--- config.mk ---
export PLATFORM = sky130hd
export DESIGN_NAME = date_calendar
export DESIGN_NICKNAME = d
export VERILOG_FILES = /design/src/rtl/date_calendar.sv
export SDC_FILE = /design/constraint.sdc
export NUM_CORES = 1
export LEC_CHECK = 0
export ABC_AREA = 1
export CORE_AREA = 2 2 65 67
export CTS_CLUSTER_SIZE = 30
export DETAILED_ROUTE_END_ITERATION = 10
export DIE_AREA = 0 0 67 69
export GPL_TIMING_DRIVEN = 0
export PLACE_DENSITY = 0.78
export SLEW_MARGIN = 30
export SYNTH_ARGS = -nofsm -noshare
export SYNTH_HDL_FRONTEND = slang
export SYNTH_SLANG_ARGS = --single-unit
--- constraint.sdc ---
create_clock -name clk -period 3.36 [get_ports clk]
set_clock_uncertainty 0.15 [all_clocks]
set_input_delay 0.336 -clock clk [delete_from_list [all_inputs] [get_ports clk]]
set_output_delay 0.336 -clock clk [all_outputs]
set_load 0.05 [all_outputs]
--- src/rtl/date_calendar.sv ---
// date_calendar: day/month/year/weekday keeper for the digital clock.
// Advances one day per day_tick and accepts range-checked field loads
// from the shared set-mode data path. A load always wins over a tick.
module date_calendar #(
  parameter logic [2:0] WEEKDAY_RST = 3'd5
) (
  input  logic       clk,
  input  logic       clear_n,
  input  logic       day_tick,
  input  logic       load,
  input  logic [1:0] sel,
  input  logic [6:0] data_in,
  output logic [4:0] day,
  output logic [3:0] month,
  output logic [6:0] year,
  output logic [2:0] weekday,
  output logic       leap,
  output logic       month_end,
  output logic       year_end,
  output logic       load_err
);

  // Field selects for the set path.
  localparam logic [1:0] SEL_DAY     = 2'b00;
  localparam logic [1:0] SEL_MONTH   = 2'b01;
  localparam logic [1:0] SEL_YEAR    = 2'b10;
  localparam logic [1:0] SEL_WEEKDAY = 2'b11;

  // Number of days in month m; lp selects the 29-day February.
  function automatic logic [4:0] dim_f(input logic [3:0] m, input logic lp);
    logic [4:0] d;
    case (m)
      4'd4, 4'd6, 4'd9, 4'd11: d = 5'd30;
      4'd2:                    d = lp ? 5'd29 : 5'd28;
      default:                 d = 5'd31;
    endcase
    return d;
  endfunction

  logic [4:0] day_r,     day_s;
  logic [3:0] month_r,   month_s;
  logic [6:0] year_r,    year_s;
  logic [2:0] weekday_r, weekday_s;
  logic       month_end_r, month_end_s;
  logic       year_end_r,  year_end_s;
  logic       load_err_r,  load_err_s;
  logic       leap_s;
  logic [4:0] dim_cur_s;
  logic [4:0] dim_new_s;

  // The 2000-2099 window makes "divisible by four" the exact leap rule.
  assign leap_s    = (year_r[1:0] == 2'b00);
  assign dim_cur_s = dim_f(month_r, leap_s);
  assign dim_new_s = dim_f(data_in[3:0], leap_s);

  // Next-state: load has priority over tick; rejected loads change nothing.
  always_comb begin
    day_s       = day_r;
    month_s     = month_r;
    year_s      = year_r;
    weekday_s   = weekday_r;
    month_end_s = 1'b0;
    year_end_s  = 1'b0;
    load_err_s  = 1'b0;
    if (load) begin
      case (sel)
        SEL_DAY: begin
          if ((data_in >= 7'd1) && (data_in <= {2'b00, dim_cur_s})) begin
            day_s = data_in[4:0];
          end else begin
            load_err_s = 1'b1;
          end
        end
        SEL_MONTH: begin
          if ((data_in >= 7'd1) && (data_in <= 7'd12)) begin
            month_s = data_in[3:0];
            // Keep the date valid when moving to a shorter month.
            if (day_r > dim_new_s) begin
              day_s = dim_new_s;
            end else begin
              day_s = day_r;
            end
          end else begin
            load_err_s = 1'b1;
          end
        end
        SEL_YEAR: begin
          if (data_in <= 7'd99) begin
            year_s = data_in;
            // Feb 29 does not exist in the new year unless it is leap too.
            if ((month_r == 4'd2) && (day_r == 5'd29) && (data_in[1:0] != 2'b00)) begin
              day_s = 5'd28;
            end else begin
              day_s = day_r;
            end
          end else begin
            load_err_s = 1'b1;
          end
        end
        SEL_WEEKDAY: begin
          if (data_in <= 7'd6) begin
            weekday_s = data_in[2:0];
          end else begin
            load_err_s = 1'b1;
          end
        end
        default: begin
          load_err_s = 1'b1;
        end
      endcase
    end else if (day_tick) begin
      weekday_s = (weekday_r == 3'd6) ? 3'd0 : weekday_r + 3'd1;
      if (day_r < dim_cur_s) begin
        day_s = day_r + 5'd1;
      end else begin
        day_s       = 5'd1;
        month_end_s = 1'b1;
        if (month_r < 4'd12) begin
          month_s = month_r + 4'd1;
        end else begin
          month_s    = 4'd1;
          year_end_s = 1'b1;
          year_s     = (year_r == 7'd99) ? 7'd0 : year_r + 7'd1;
        end
      end
    end else begin
      day_s = day_r;
    end
  end

  // Date and pulse registers; clear_n forces the 2000-01-01 state at once.
  always_ff @(posedge clk or negedge clear_n) begin
    if (!clear_n) begin
      day_r       <= 5'd1;
      month_r     <= 4'd1;
      year_r      <= 7'd0;
      weekday_r   <= WEEKDAY_RST;
      month_end_r <= 1'b0;
      year_end_r  <= 1'b0;
      load_err_r  <= 1'b0;
    end else begin
      day_r       <= day_s;
      month_r     <= month_s;
      year_r      <= year_s;
      weekday_r   <= weekday_s;
      month_end_r <= month_end_s;
      year_end_r  <= year_end_s;
      load_err_r  <= load_err_s;
    end
  end

  assign day       = day_r;
  assign month     = month_r;
  assign year      = year_r;
  assign weekday   = weekday_r;
  assign leap      = leap_s;
  assign month_end = month_end_r;
  assign year_end  = year_end_r;
  assign load_err  = load_err_r;

endmodule
==> results.json, run 1 <==
{
  "ys_warn_count": 0,
  "port_buffers": 33,
  "syn-cell-area_um2": 1978,
  "tritoncts": "yes",
  "slew_violations": 0,
  "max_freq_mhz": 354.0,
  "crit_type": "flip-flop to flip-flop",
  "gr-usage-met1_pct": 28.38,
  "dr.first_iter.drc_count": 88,
  "synth_edf_count": 0,
  "cts-htree-levels": 1,
  "use_met2_pct": 37.95,
  "wl_per_cell_um": 13.40,
  "setup_viol": 0,
  "peakVddDrop_mv": 0.3069,
  "status": "finished clean",
  "p_per_area_nw_per_um2": 595.5,
  "critPathRequiredTime_ns": 3.43,
  "drive_gt1_share_pct": 15.06,
  "avgSynthCellArea_um2": 7.220,
  "grt_max_degree": 23,
  "syn_nets": 302,
  "end_kind": "flip-flop",
  "leakagePower_nw": 1.234,
  "start_kind": "flip-flop",
  "min_period_ns": 2.825,
  "power_w": 0.001457,
  "hold_viol_final": 0,
  "crit_buf_inv": 1,
  "area_growth_pct": 23.72,
  "min_period_over_period_pct": 84.07,
  "clock_sinks": 22,
  "ys_ff_latch": 22,
  "grt.total_usage_pct": 22.49,
  "core_um2": 3914,
  "wirelength_mm": 4.849,
  "path_delay_family": "simple AND/OR/NAND/NOR gates",
  "nNetsFinal": 341,
  "cap_violations": 0,
  "hp-class": "input pin to flip-flop",
  "synthDistinctLibCells": 38,
  "die_area_um2": 4623,
  "yosysSeqAreaShare_pct": 28.08,
  "ios": 36,
  "placementRows": 23,
  "grt_pass1_vias": 1769,
  "tightest_slew_ns": 0.5321,
  "slew_headroom_pct": 64.53,
  "cts_buffers": 3,
  "place_congestion": 0.9057,
  "clkLatencyLatePin_ns": 0.27,
  "slowest_delay_ns": 0.60,
  "detailroute.via_count": 1901,
  "ys_dominant_reg_cell": "dfrtp_1",
  "grtUsageMet3_pct": 2.773,
  "die_h_um": 69,
  "ctsRootBufferMaster": "clkbuf_8",
  "cp_max_fo": 7,
  "fill_cells": 375,
  "r2r_slack_ns": 0.54,
  "initial_core_util_pct": 50.54,
  "cp_common_cell": "nand2_1",
  "firstDrtPassIters": 4,
  "tns_ns": 0,
  "cts.clk_slew.worst_paths_ns": 0.09,
  "antenna_found_initial": 0,
  "cts.path.max_buffers": 2,
  "grt-busiest-layer": "met2",
  "antennaDiodeCount": 0,
  "async_reset_ff_share_pct": 100.0,
  "die_w_um": 67,
  "grt_pass1_wl_mm": 8.114,
  "rsz0062_at_grt": "false",
  "drc_errors": 0,
  "critPathSlowestCell": "dfstp_2",
  "arrival_ns": 2.90,
  "path_cells": "inv_1 > ha_1 > o21ai_1 > nand2_1 > nand2_1 > and2_1 > ha_1 > or2_2 > nand2_1 > nand3_1 > nand2_1 > nand2_1 > nand2_2 > nand2_1 > nand2_2 > nand2_1 > nand2_1",
  "dpl.hpwl_mm": 3.701,
  "postSynthCellCount": 274,
  "grt-ovfl-total": 0,
  "ant_nets": 0,
  "via_per_inst": 5.251
}
[worst register-to-register path, stage by stage (launching register included)]
cell and delay, ns:
dfstp_2 0.60, inv_1 0.08, ha_1 0.27, o21ai_1 0.15, nand2_1 0.07, nand2_1 0.12
and2_1 0.15, ha_1 0.21, or2_2 0.27, nand2_1 0.09, nand3_1 0.10, nand2_1 0.08
nand2_1 0.06, nand2_2 0.09, nand2_1 0.06, nand2_2 0.11, nand2_1 0.06, nand2_1 0.06
[sequential cells by signal, indices dropped and copies added, names as in the netlist]
| signal | count |
|---|---|
| day | 5 |
| load_err | 1 |
| month | 4 |
| month_end | 1 |
| weekday | 3 |
| year | 7 |
| year_end | 1 |
[per-layer routing]
metal | vias to the layer above | share of wire (%)
met1 | 873 | 44
met2 | 62 | 49
met5 | - | 0
li1 | 956 | -
met3 | 10 | 5.1
met4 | 0 | 2.0
[where the power goes]
part           internal, W  switching [W]  leakage, nW
clock             0.000160       0.000100       0.0357
sequential        0.000333      0.0000941        0.269
combinational     0.000279       0.000491        0.929
total             0.000772       0.000686         1.23
[layout by cell type, fill, tap and decap left out, drive strengths merged]
cell type and instances:
nand3 18, or2 2, dfstp 4, and2 1, o21bai 1, dlygate4sd3 1
dfrtp 18, xnor2 3, clkdlybuf4s50 32, buf 6, nor2 18, nand2 90
nand4 1, a31oi 4, clkbuf 4, nand3b 5, xor2 5, a21boi 2
a31o 1, a21oi 10, inv 38, o22ai 4, nor3 3, o21ai 24
o211ai 1, bufinv 1, ha 15
[kinds of logic after synthesis]
kind of cell	count (synthesis)	synth area share, %
AOI/OAI and AO/OA	47	15.69
xor gates and xnor gates	8	3.542
and+or+nand+nor	138	33.65
buffers and inverters	44	9.550
DFF	22	28.08
adders and majority gates	15	9.488
[path summary, 6_finish.rpt]
kind / start / to / cells after the start
worst max-delay path: month[0] / day[3] / 17
worst min-delay path: data_in[0] / weekday[0] / 3
worst max register to register: month[0] / day[3] / 17
worst min register to register: weekday[2] / weekday[2] / 2
max in group asynchronous: clear_n / weekday[2] / 2
min in group asynchronous: clear_n / day[2] / 2
[synthesized netlist by cell type, types with 2 or more instances]
cell,count,area share (%)
dfstp_2,4,5.3
a21oi_4,2,1.6
buf_2,3,0.76
nand3_1,16,4.0
nand2_4,3,1.7
nand2_1,80,15
nand3_2,2,1.0
o21ai_0,13,3.3
nand2_2,7,2.2
or2_2,2,0.63
dfrtp_1,18,23
inv_1,34,6.5
o22ai_1,3,0.95
nand3b_1,4,1.5
xor2_1,5,2.2
xnor2_1,3,1.3
ha_1,15,9.5
a21boi_0,2,0.76
o21ai_2,6,2.7
inv_2,4,0.76
a21oi_1,8,2.0
nor2_1,16,3.0
o21ai_1,5,1.3
a31oi_1,4,1.3
nor3_1,2,0.51
[final cells by class]
cell class | instances | area (um^2) | area share, %
clock buffer | 3 | 41.29 | 1.687
clock inverter | 1 | 30.03 | 1.227
sequential | 22 | 555.5 | 22.70
buffer | 6 | 46.29 | 1.892
inverter | 38 | 142.6 | 5.828
tap | 50 | 62.56 | 2.556
multi-input combinational | 208 | 1234 | 50.41
timing repair buffer | 34 | 335.3 | 13.70
[stage by stage]
step           worst slack (ns)  hold WS, ns  instances  util [%]  area (um^2)
2_1_floorplan            0.4326      -0.1096        274         -         1978
3_3_place_gp             0.5709       0.3541        357     60.58         2371
3_5_place_dp             0.5367       0.2022        357     60.45         2366
4_1_cts                  0.5330       0.2631        362     62.53         2447
5_1_grt                  0.3665       0.2892        362     62.53         2447
6_report                 0.5353       0.2737        362     62.53         2447
[timing repair]
action                                 in CTS  in global routing
endpoints found under the hold margin      18                  0
setup buffers                               0                  0
hold buffers                                1                  0
gates resized for setup                     0                  0
Power figures use the tool's default switching activity.
==> run 2, diff against run 1 <==
--- a/config.mk
+++ b/config.mk
@@ -6,12 +6,12 @@
 export NUM_CORES = 1
 export LEC_CHECK = 0
 export ABC_AREA = 1
-export CORE_AREA = 2 2 65 67
+export CORE_AREA = 2 2 68 70
 export CTS_CLUSTER_SIZE = 30
 export DETAILED_ROUTE_END_ITERATION = 10
-export DIE_AREA = 0 0 67 69
+export DIE_AREA = 0 0 70 72
 export GPL_TIMING_DRIVEN = 0
-export PLACE_DENSITY = 0.78
+export PLACE_DENSITY = 0.74
 export SLEW_MARGIN = 30
 export SYNTH_ARGS = -nofsm -noshare
 export SYNTH_HDL_FRONTEND = slang
==> constraint.sdc (replaced) <==
create_clock -name clk -period 2.3 [get_ports clk]
set_clock_uncertainty 0.15 [all_clocks]
set_input_delay 0.23 -clock clk [delete_from_list [all_inputs] [get_ports clk]]
set_output_delay 0.23 -clock clk [all_outputs]
set_load 0.05 [all_outputs]
==> run 2 against run 1 <==
Net effect:
- the run now ends with negative setup slack left
- via count rose by 0.16%
- clock power up 45%
- utilization decreased by 1.1 points
- combinational power increased by 64%
- critical path type unchanged
- critical endpoint is now day[4]
==> results.json, run 2 (synthesized netlist as in run 1, its figures left out) <==
{
  "status": "finished, violations left",
  "violations": "negative setup slack",
  "cap_violations": 0,
  "hp-class": "input pin to flip-flop",
  "final_common_cell": "nand2_1",
  "clkLatencyLatePin_ns": 0.27,
  "grt.total_usage_pct": 20.69,
  "cp_max_fo": 5,
  "r2r-end": "day[4]",
  "setup_viol": 6,
  "end_kind": "flip-flop",
  "core_um2": 4264,
  "place_congestion": 0.8277,
  "tightest_slew_ns": 0.5298,
  "die_h_um": 72,
  "ctsRootBufferMaster": "clkbuf_8",
  "grt_pass1_wl_mm": 8.404,
  "max_freq_mhz": 390.6,
  "leakagePower_nw": 1.267,
  "min_period_ns": 2.560,
  "slew_violations": 0,
  "drc_errors": 0,
  "min_period_over_period_pct": 111.3,
  "area_growth_pct": 32.45,
  "peakVddDrop_mv": 0.4933,
  "ios": 36,
  "layout_common_cells": "74 x nand2_1, 33 x inv_1, 32 x clkdlybuf4s50_1, 16 x nor2_1",
  "die_w_um": 70,
  "via_per_inst": 5.160,
  "ant_nets": 0,
  "tritoncts": "yes",
  "dpl.hpwl_mm": 3.811,
  "initial_core_util_pct": 46.39,
  "hold_viol_final": 0,
  "crit_type": "flip-flop to flip-flop",
  "arrival_ns": 2.63,
  "start_kind": "flip-flop",
  "ff2ff_path_depth": 17,
  "wirelength_mm": 5.060,
  "critPathRequiredTime_ns": 2.37,
  "r2r_slack_ns": -0.26,
  "cts_buffers": 3,
  "rr_startpoint": "month[0]",
  "p_per_area_nw_per_um2": 869.0,
  "seq_area_um2": 563.0,
  "wl_per_cell_um": 13.71,
  "grt_max_degree": 23,
  "die_area_um2": 5040,
  "setup_ws_ns": -0.2603,
  "drive_gt1_share_pct": 22.40,
  "port_buffers": 33,
  "largest_register_ff_count": 7,
  "grt_pass1_vias": 1865,
  "dr.first_iter.drc_count": 95,
  "detailroute.via_count": 1904,
  "cts.path.max_buffers": 2,
  "fin_area_um2": 2620,
  "antenna_found_initial": 0,
  "antennaDiodeCount": 0,
  "cts.clk_slew.worst_paths_ns": 0.09,
  "place_area_um2": 2411,
  "slew_headroom_pct": 64.68,
  "multi_input_area_um2": 1354,
  "fill_cells": 387,
  "firstDrtPassIters": 4,
  "clock_sinks": 22,
  "whs_path_depth": 3,
  "nNetsFinal": 346,
  "dp_slack_ns": -0.4584,
  "grt-ovfl-total": 0,
  "cts-htree-levels": 1,
  "min_from": "data_in[0]",
  "placementRows": 24,
  "rsz0062_at_grt": "true",
  "hold-path-endpoint": "weekday[0]"
}
[run 2: cell count changes in the layout (fill, tap and decap cells not counted), sizes merged]
cell  before  now
buf        6   11
[run 2: worst max-delay path by stage]
stage                    start     end  slack, ns  depth (start not counted)
floorplan             month[0]  day[2]      -0.28                         17
global placement    data_in[1]  day[4]      -0.42                         17
detailed placement  data_in[1]  day[4]      -0.46                         17
CTS                   month[0]  day[4]      -0.30                         17
global route          month[0]  day[0]      -0.38                         17
finish                month[0]  day[4]      -0.26                         17
[run 2: stage by stage]
stage	power (W)	utilization, %	setup TNS [ns]	hold WS [ns]	cells
floorplan	0.001464	-	-1.395	-0.2156	274
global placement	0.001781	56.66	-2.131	0.3596	359
detailed placement	0.001798	56.54	-2.376	0.09091	359
CTS	0.002245	59.89	-1.502	0.1564	367
global route	0.002421	61.44	-2.020	0.1910	369
finish	0.002277	61.44	-1.347	0.1690	369
[run 2: final cells by class]
| class | count | area share [%] |
|---|---|---|
| Multi-Input combinational cell | 208 | 51.67 |
| Clock inverter | 1 | 1.146 |
| Timing Repair Buffer | 39 | 14.23 |
| Tap cell | 52 | 2.483 |
| Sequential cell | 22 | 21.49 |
| Clock buffer | 3 | 1.576 |
| Buffer | 6 | 1.767 |
| Inverter | 38 | 5.635 |
[run 2: metal layers]
| layer | GRT usage [%] | part of all wire [%] |
|---|---|---|
| met1 | 25.92 | 45 |
| met2 | 36.61 | 50 |
| met3 | 2.361 | 3.0 |
| met4 | 8.333 | 2.0 |
| met5 | 0 | 0 |
[run 2: critical path: stages, from the launching register on]
cell and delay (ns):
dfstp_4 0.68, inv_6 0.05, ha_4 0.17, o21ai_2 0.10
nand2_1 0.07, nand2_2 0.07, and2_4 0.15, ha_4 0.19
or2_4 0.25, nand2_4 0.06, nand3_4 0.07, nand2_2 0.07
nand2_2 0.05, nand2_2 0.10, nand2_2 0.07, nand2_4 0.09
nand2_1 0.06, nand2_1 0.06
[run 2: what timing repair did]
item                                   in CTS  in global routing
setup endpoints to repair                   6                  6
resized for setup                           7                 11
hold buffers                                1                  0
pin swaps                                   8                  6
buffers inserted                            3                  2
endpoints found under the hold margin      18                  0
[run 2: power by group]
group          switching [W]  leakage (nW)  internal (W)  total (W)
clock network       0.000143        0.0357      0.000233   0.000376
registers           0.000146         0.266      0.000493   0.000639
logic               0.000772         0.965      0.000490    0.00126
==> run 3, diff against run 2 <==
--- a/config.mk
+++ b/config.mk
@@ -11,7 +11,7 @@
 export DETAILED_ROUTE_END_ITERATION = 10
 export DIE_AREA = 0 0 70 72
 export GPL_TIMING_DRIVEN = 0
-export PLACE_DENSITY = 0.74
+export PLACE_DENSITY_LB_ADDON = 0.15
 export SLEW_MARGIN = 30
 export SYNTH_ARGS = -nofsm -noshare
 export SYNTH_HDL_FRONTEND = slang
==> run 3 against run 2 <==
Net effect:
- the run still ends with negative setup slack left
- maximum frequency decreased by 1.2%
- worst hold slack improved by 0.0024 ns
- global-route usage increased by 1.1 points
- clock-buffer cell count unchanged
- clock power about the same
- flip-flop and latch count unchanged
- critical endpoint is now load_err
- largest power group unchanged
==> results.json, run 3 (synthesized netlist as in run 1, its figures left out) <==
{
  "crit_type": "flip-flop to flip-flop",
  "end_kind": "flip-flop",
  "r2r-end": "load_err",
  "antenna_found_initial": 0,
  "die_w_um": 70,
  "cts-htree-levels": 1,
  "tns_ns": -1.697,
  "start_kind": "flip-flop",
  "cts_buffers": 3,
  "cap_violations": 0,
  "clkLatencyLatePin_ns": 0.28,
  "min_period_over_period_pct": 112.6,
  "peakVddDrop_mv": 0.4206,
  "nNetsFinal": 347,
  "seq_power_share_pct": 28.2,
  "tightest_slew_ns": 0.5149,
  "slew_violations": 0,
  "die_area_um2": 5040,
  "wl_per_cell_um": 13.61,
  "final_common_cell": "nand2_1",
  "setup_viol": 6,
  "detailroute.via_count": 1853,
  "place_congestion": 0.8731,
  "status": "finished, violations left",
  "power_frac_comb_pct": 55.1,
  "swShare_pct": 46.76,
  "setup_ws_ns": -0.2909,
  "largest_register_ff_count": 7,
  "cts.path.max_buffers": 2,
  "placementRows": 24,
  "grt_max_degree": 23,
  "rsz0062_at_grt": "true",
  "drive_gt1_share_pct": 24.53,
  "die_h_um": 72,
  "rr_startpoint": "month[0]",
  "violations": "negative setup slack",
  "ff2ff_path_depth": 14,
  "cts.clk_slew.worst_paths_ns": 0.09,
  "hp-class": "input pin to flip-flop",
  "firstDrtPassIters": 4,
  "grt_pass1_wl_mm": 8.694,
  "fill_cells": 412,
  "cp_max_fo": 6,
  "ctsRootBufferMaster": "clkbuf_8",
  "max_freq_mhz": 386.0,
  "via_per_inst": 5.008,
  "slew_headroom_pct": 65.67,
  "p_clk_share_pct": 16.7,
  "arrival_ns": 2.64,
  "r2r_slack_ns": -0.29,
  "grt_pass1_vias": 1834,
  "tritoncts": "yes",
  "antennaDiodeCount": 0,
  "p_per_area_nw_per_um2": 863.7,
  "min_period_ns": 2.591,
  "core_um2": 4264,
  "ant_nets": 0,
  "dr.first_iter.drc_count": 56,
  "area_growth_pct": 33.02,
  "p_sw_w": 0.001063,
  "ios": 36,
  "p_int_w": 0.001210,
  "hold_viol_final": 0,
  "critPathRequiredTime_ns": 2.35,
  "startpoint": "month[0]",
  "layout_common_cells": "67 x nand2_1, 33 x inv_1, 32 x clkdlybuf4s50_1, 16 x nand2_2, 16 x nor2_1",
  "grt.total_usage_pct": 21.74,
  "grt-ovfl-total": 0,
  "drc_errors": 0,
  "leakagePower_nw": 1.274,
  "clock_sinks": 22,
  "wirelength_mm": 5.036,
  "dpl.hpwl_mm": 3.749,
  "initial_core_util_pct": 46.39,
  "port_buffers": 33,
  "crit_end": "load_err",
  "dp_slack_ns": -0.4223
}
==> run 3: changes by cell type in the layout (fill, tap and decap cells not counted), sizes merged <==
cell	before	now
buf	11	12
==> run 3: worst min path at each step <==
stage                          start         end  slack (ns)  cells after the start
after floorplan              clear_n      day[1]       -0.22                      0
after global placement        day[0]      day[0]        0.35                      2
after detailed placement     clear_n    month[2]        0.09                      1
after CTS                 data_in[0]  weekday[0]        0.17                      3
after global routing      data_in[0]  weekday[0]        0.20                      3
final                     data_in[0]  weekday[0]        0.17                      3
==> run 3: through the flow <==
stage	instance area [um^2]	power, W	instances	util, %	hold WS [ns]
after floorplan	2021	0.001464	274	-	-0.2156
final	2631	0.002273	370	61.71	0.1715
after CTS	2569	0.002246	368	60.24	0.1689
after global routing	2631	0.002426	370	61.71	0.2027
after global placement	2416	0.001781	359	56.66	0.3548
after detailed placement	2411	0.001796	359	56.54	0.08675
==> run 3: routing by layer <==
| metal | routed length, um | track usage (%) | share of wire (%) |
|---|---|---|---|
| met1 | 2307 | 28.20 | 46 |
| met4 | 104 | 8.333 | 2.1 |
| met2 | 2417 | 37.57 | 48 |
| met3 | 206 | 2.361 | 4.1 |
| met5 | 0 | 0 | 0 |
==> run 3: critical path, cell delays in order, from the launching register on <==
cell     delay (ns)
dfstp_4        0.68
inv_4          0.06
ha_4           0.17
o21ai_2        0.12
nand2_1        0.07
nand2_2        0.07
and2_4         0.14
ha_4           0.18
or2_4          0.24
nand2_4        0.07
nand3_4        0.07
buf_4          0.15
buf_4          0.12
buf_4          0.12
a31oi_1        0.11
==> run 3: area by class of cell <==
type                    instances  area [um^2]  share of cell area (%)
well taps                      52        65.06                   2.473
inverters                      38        145.1                   5.516
clock buffers                   3        41.29                   1.569
flip-flops and latches         22        563.0                   21.40
plain buffers                   6        46.29                   1.759
clock inverters                 1        30.03                   1.141
repair buffers                 40        380.4                   14.46
multi-input cells             208         1360                   51.69
==> run 3: repair_timing <==
| action | 4_1_cts | 5_1_grt |
|---|---|---|
| hold endpoints to repair | 18 | 0 |
| hold buffers | 1 | 0 |
| endpoints found under the setup margin | 6 | 6 |
| pin swaps | 7 | 10 |
| buffers inserted | 4 | 2 |
| resized for setup | 9 | 14 |
| gates cloned | 0 | 0 |
==> run 3: power groups by stage <==
stage / Clock [W] / Combinational (W) / Sequential [W]
floorplan: 0 / 0.000530 / 0.000934
global placement: 0 / 0.00114 / 0.000645
detailed placement: 0 / 0.00115 / 0.000646
CTS: 0.000384 / 0.00122 / 0.000640
global route: 0.000395 / 0.00136 / 0.000666
finish: 0.000379 / 0.00125 / 0.000641
==> RTL change 1 (settings of run 2) <==
Register the inputs `day_tick`, `load`, `sel` and `data_in` before use, cleared by the reset. The logic sees them one clock later.
--- a/src/rtl/date_calendar.sv
+++ b/src/rtl/date_calendar.sv
@@ -26,6 +26,25 @@
   localparam logic [1:0] SEL_YEAR    = 2'b10;
   localparam logic [1:0] SEL_WEEKDAY = 2'b11;
 
+  logic day_tick_q;
+  logic load_q;
+  logic [1:0] sel_q;
+  logic [6:0] data_q;
+
+  always_ff @(posedge clk or negedge clear_n) begin
+    if (!clear_n) begin
+      day_tick_q <= '0;
+      load_q     <= '0;
+      sel_q      <= '0;
+      data_q     <= '0;
+    end else begin
+      day_tick_q <= day_tick;
+      load_q     <= load;
+      sel_q      <= sel;
+      data_q     <= data_in;
+    end
+  end
+
   // Number of days in month m; lp selects the 29-day February.
   function automatic logic [4:0] dim_f(input logic [3:0] m, input logic lp);
     logic [4:0] d;
@@ -51,7 +70,7 @@
   // The 2000-2099 window makes "divisible by four" the exact leap rule.
   assign leap_s    = (year_r[1:0] == 2'b00);
   assign dim_cur_s = dim_f(month_r, leap_s);
-  assign dim_new_s = dim_f(data_in[3:0], leap_s);
+  assign dim_new_s = dim_f(data_q[3:0], leap_s);
 
   // Next-state: load has priority over tick; rejected loads change nothing.
   always_comb begin
@@ -62,18 +81,18 @@
     month_end_s = 1'b0;
     year_end_s  = 1'b0;
     load_err_s  = 1'b0;
-    if (load) begin
-      case (sel)
+    if (load_q) begin
+      case (sel_q)
         SEL_DAY: begin
-          if ((data_in >= 7'd1) && (data_in <= {2'b00, dim_cur_s})) begin
-            day_s = data_in[4:0];
+          if ((data_q >= 7'd1) && (data_q <= {2'b00, dim_cur_s})) begin
+            day_s = data_q[4:0];
           end else begin
             load_err_s = 1'b1;
           end
         end
         SEL_MONTH: begin
-          if ((data_in >= 7'd1) && (data_in <= 7'd12)) begin
-            month_s = data_in[3:0];
+          if ((data_q >= 7'd1) && (data_q <= 7'd12)) begin
+            month_s = data_q[3:0];
             // Keep the date valid when moving to a shorter month.
             if (day_r > dim_new_s) begin
               day_s = dim_new_s;
@@ -85,10 +104,10 @@
           end
         end
         SEL_YEAR: begin
-          if (data_in <= 7'd99) begin
-            year_s = data_in;
+          if (data_q <= 7'd99) begin
+            year_s = data_q;
             // Feb 29 does not exist in the new year unless it is leap too.
-            if ((month_r == 4'd2) && (day_r == 5'd29) && (data_in[1:0] != 2'b00)) begin
+            if ((month_r == 4'd2) && (day_r == 5'd29) && (data_q[1:0] != 2'b00)) begin
               day_s = 5'd28;
             end else begin
               day_s = day_r;
@@ -98,8 +117,8 @@
           end
         end
         SEL_WEEKDAY: begin
-          if (data_in <= 7'd6) begin
-            weekday_s = data_in[2:0];
+          if (data_q <= 7'd6) begin
+            weekday_s = data_q[2:0];
           end else begin
             load_err_s = 1'b1;
           end
@@ -108,7 +127,7 @@
           load_err_s = 1'b1;
         end
       endcase
-    end else if (day_tick) begin
+    end else if (day_tick_q) begin
       weekday_s = (weekday_r == 3'd6) ? 3'd0 : weekday_r + 3'd1;
       if (day_r < dim_cur_s) begin
         day_s = day_r + 5'd1;
Function: changed (a bounded check fails within 4 cycles, from zero or initial values).
==> RTL change 1 against run 2 <==
- the flow still finishes with violations (negative setup slack)
- wire length rose by 1.6%
- combinational power barely moved
- sequential cell count up 11
- worst setup slack worse by 0.0018 ns
- synthesized cell count up 8.4%
- non-clock buffer count increased by 9
- total power rose by 14%
- design area up 16%
- largest power group unchanged
- hold slack better by 0.062 ns
- area after synthesis is 16% higher
==> RTL change 1: results <==
{
  "synth-adder-area-share_pct": 8.18,
  "cts_buffers": 5,
  "yosys_warnings": 0,
  "vias_per_cell": 5.18,
  "route.detailed.drc": 0,
  "grt_start_max_net_pins": 19,
  "synthXorXnorAreaFrac_pct": 3.05,
  "synth_mux_area_share_pct": 0,
  "violations": "negative setup slack",
  "syn_area_per_cell_um2": 7.73,
  "crit_fanout": 5,
  "yosysSeqAreaShare_pct": 36.2,
  "p_leak_nw": 1.45,
  "wl_met1_um": 2280,
  "synth_common_cells": "83 x nand2_1, 40 x inv_1, 29 x dfrtp_1",
  "dp_cells": 385,
  "setup_viol": 17,
  "top_layer": "met4",
  "synthArstFlopShare_pct": 100,
  "whs_path_depth": 1,
  "clk_pin_slew_ns": 0.07,
  "synth_nets": 325,
  "dr.pass1.iters": 5,
  "status": "finished with violations",
  "synth-compound-area-share_pct": 11.9,
  "synth.area.top_cells": "dfrtp_1 32%, nand2_1 14%, ha_1 8.2%, inv_1 6.5%, dfstp_2 4.6%",
  "synth_cell_type_count": 39,
  "grt_pass1_wl_um": 9260,
  "hp-class": "in -> reg",
  "h-tree-depth": 2,
  "dr_total_vias": 2096,
  "met2_length_um": 2460,
  "max-slew-margin-rel_pct": 65.2,
  "met3_length_um": 259,
  "gp_congestion": 0.853,
  "wirelength_um": 5140,
  "track_usage_pct": 22.9,
  "drt_iter0_drc": 110,
  "cts-root-buf": "clkbuf_8",
  "slowest_stage": "dfstp_4",
  "slowest_delay_ns": 0.67,
  "cts_buffer_depth": 2,
  "r2r_cells": 18,
  "grt_pass1_vias": 2039,
  "finalWorstSetupSlack_ns": -0.262,
  "io_buffer_count": 35,
  "dp_hpwl_um": 3830,
  "vdd_drop_max_uv": 488,
  "worst_ep_arrival_time_ns": 2.64,
  "layout-drive-gt1-share_pct": 23.5,
  "fin_nets": 380
}
==> RTL change 1: cell types whose count changed after synthesis, sizes merged, moves of 3 or more <==
cell | before | now
a21oi | 10 | 6
a31oi | 4 | 1
dfrtp | 18 | 29
inv | 38 | 44
nand2 | 90 | 93
nand4 | 1 | 4
nor2 | 18 | 24
nor3 | 3 | 6
==> RTL change 1: path summary, 6_finish.rpt <==
kind	start	to	slack [ns]
setup / recovery	month[0]	day[1]	-0.26
hold / removal	day_tick	day_tick_q	0.23
setup reg to reg	month[0]	day[1]	-0.26
hold reg to reg	weekday[2]	weekday[2]	0.33
max in group asynchronous	clear_n	weekday[0]	1.23
min in group asynchronous	clear_n	year[3]	0.27
==> RTL change 1: cells by family (layout without fill, tap and decap cells) <==
family	after synthesis	after routing
xor gates and xnor gates	8	8
AOI/OAI and AO/OA	42	42
adders and majority gates	15	15
buffers and inverters	50	106
DFF	33	33
and+or+nand+nor	149	149
==> RTL change 1: layout make-up <==
cell class / instances / area [um^2]
inverters: 44 / 170
plain buffers: 6 / 52.6
clock inverters: 1 / 5.00
multi-input cells: 214 / 1350
fillers: 350 / 1220
well taps: 52 / 65.1
flip-flops and latches: 33 / 838
clock buffers: 7 / 96.3
repair buffers: 48 / 465
==> RTL change 1: critical path, delay by kind of cell, from the launching register on <==
family | cells | cell delay (ns)
adders and majority gates | 2 | 0.36
buffers and inverters | 1 | 0.05
and+or+nand+nor | 14 | 1.16
DFF | 1 | 0.67
AOI/OAI and AO/OA | 1 | 0.10
==> RTL change 1: report_power, final <==
group	switching (mW)	internal, mW	total, mW
clock network	0.208	0.270	0.478
registers	0.166	0.701	0.867
logic	0.750	0.507	1.26
total	1.12	1.48	2.60
==> RTL change 1: what timing repair did <==
item                                   in CTS  in global routing
setup endpoints to repair                   6                 19
pin swaps                                  14                 10
endpoints found under the hold margin      13                  0
resized for setup                          10                  6
setup buffers                              10                  1
hold buffers                                1                  0
==> RTL change 1: routing by layer <==
| metal | vias to the layer above | track usage (%) |
|---|---|---|
| met4 | 0 | 9.40 |
| met2 | 59 | 38.2 |
| li1 | 1057 | - |
| met5 | - | 0 |
| met1 | 965 | 30.4 |
| met3 | 15 | 3.33 |
==> RTL change 1: through the flow <==
| step | setup WS [ns] | power [mW] | cell area, um^2 | TNS [ns] | util [%] |
|---|---|---|---|---|---|
| 6_report | -0.262 | 2.60 | 3040 | -3.59 | 71.3 |
| 2_1_floorplan | -0.261 | 1.66 | 2340 | -1.29 | - |
| 4_1_cts | -0.265 | 2.60 | 3010 | -3.25 | 70.7 |
| 3_5_place_dp | -0.365 | 2.00 | 2780 | -1.80 | 65.1 |
| 3_3_place_gp | -0.341 | 1.98 | 2760 | -1.70 | 64.6 |
| 5_1_grt | -0.442 | 2.78 | 3040 | -6.74 | 71.3 |
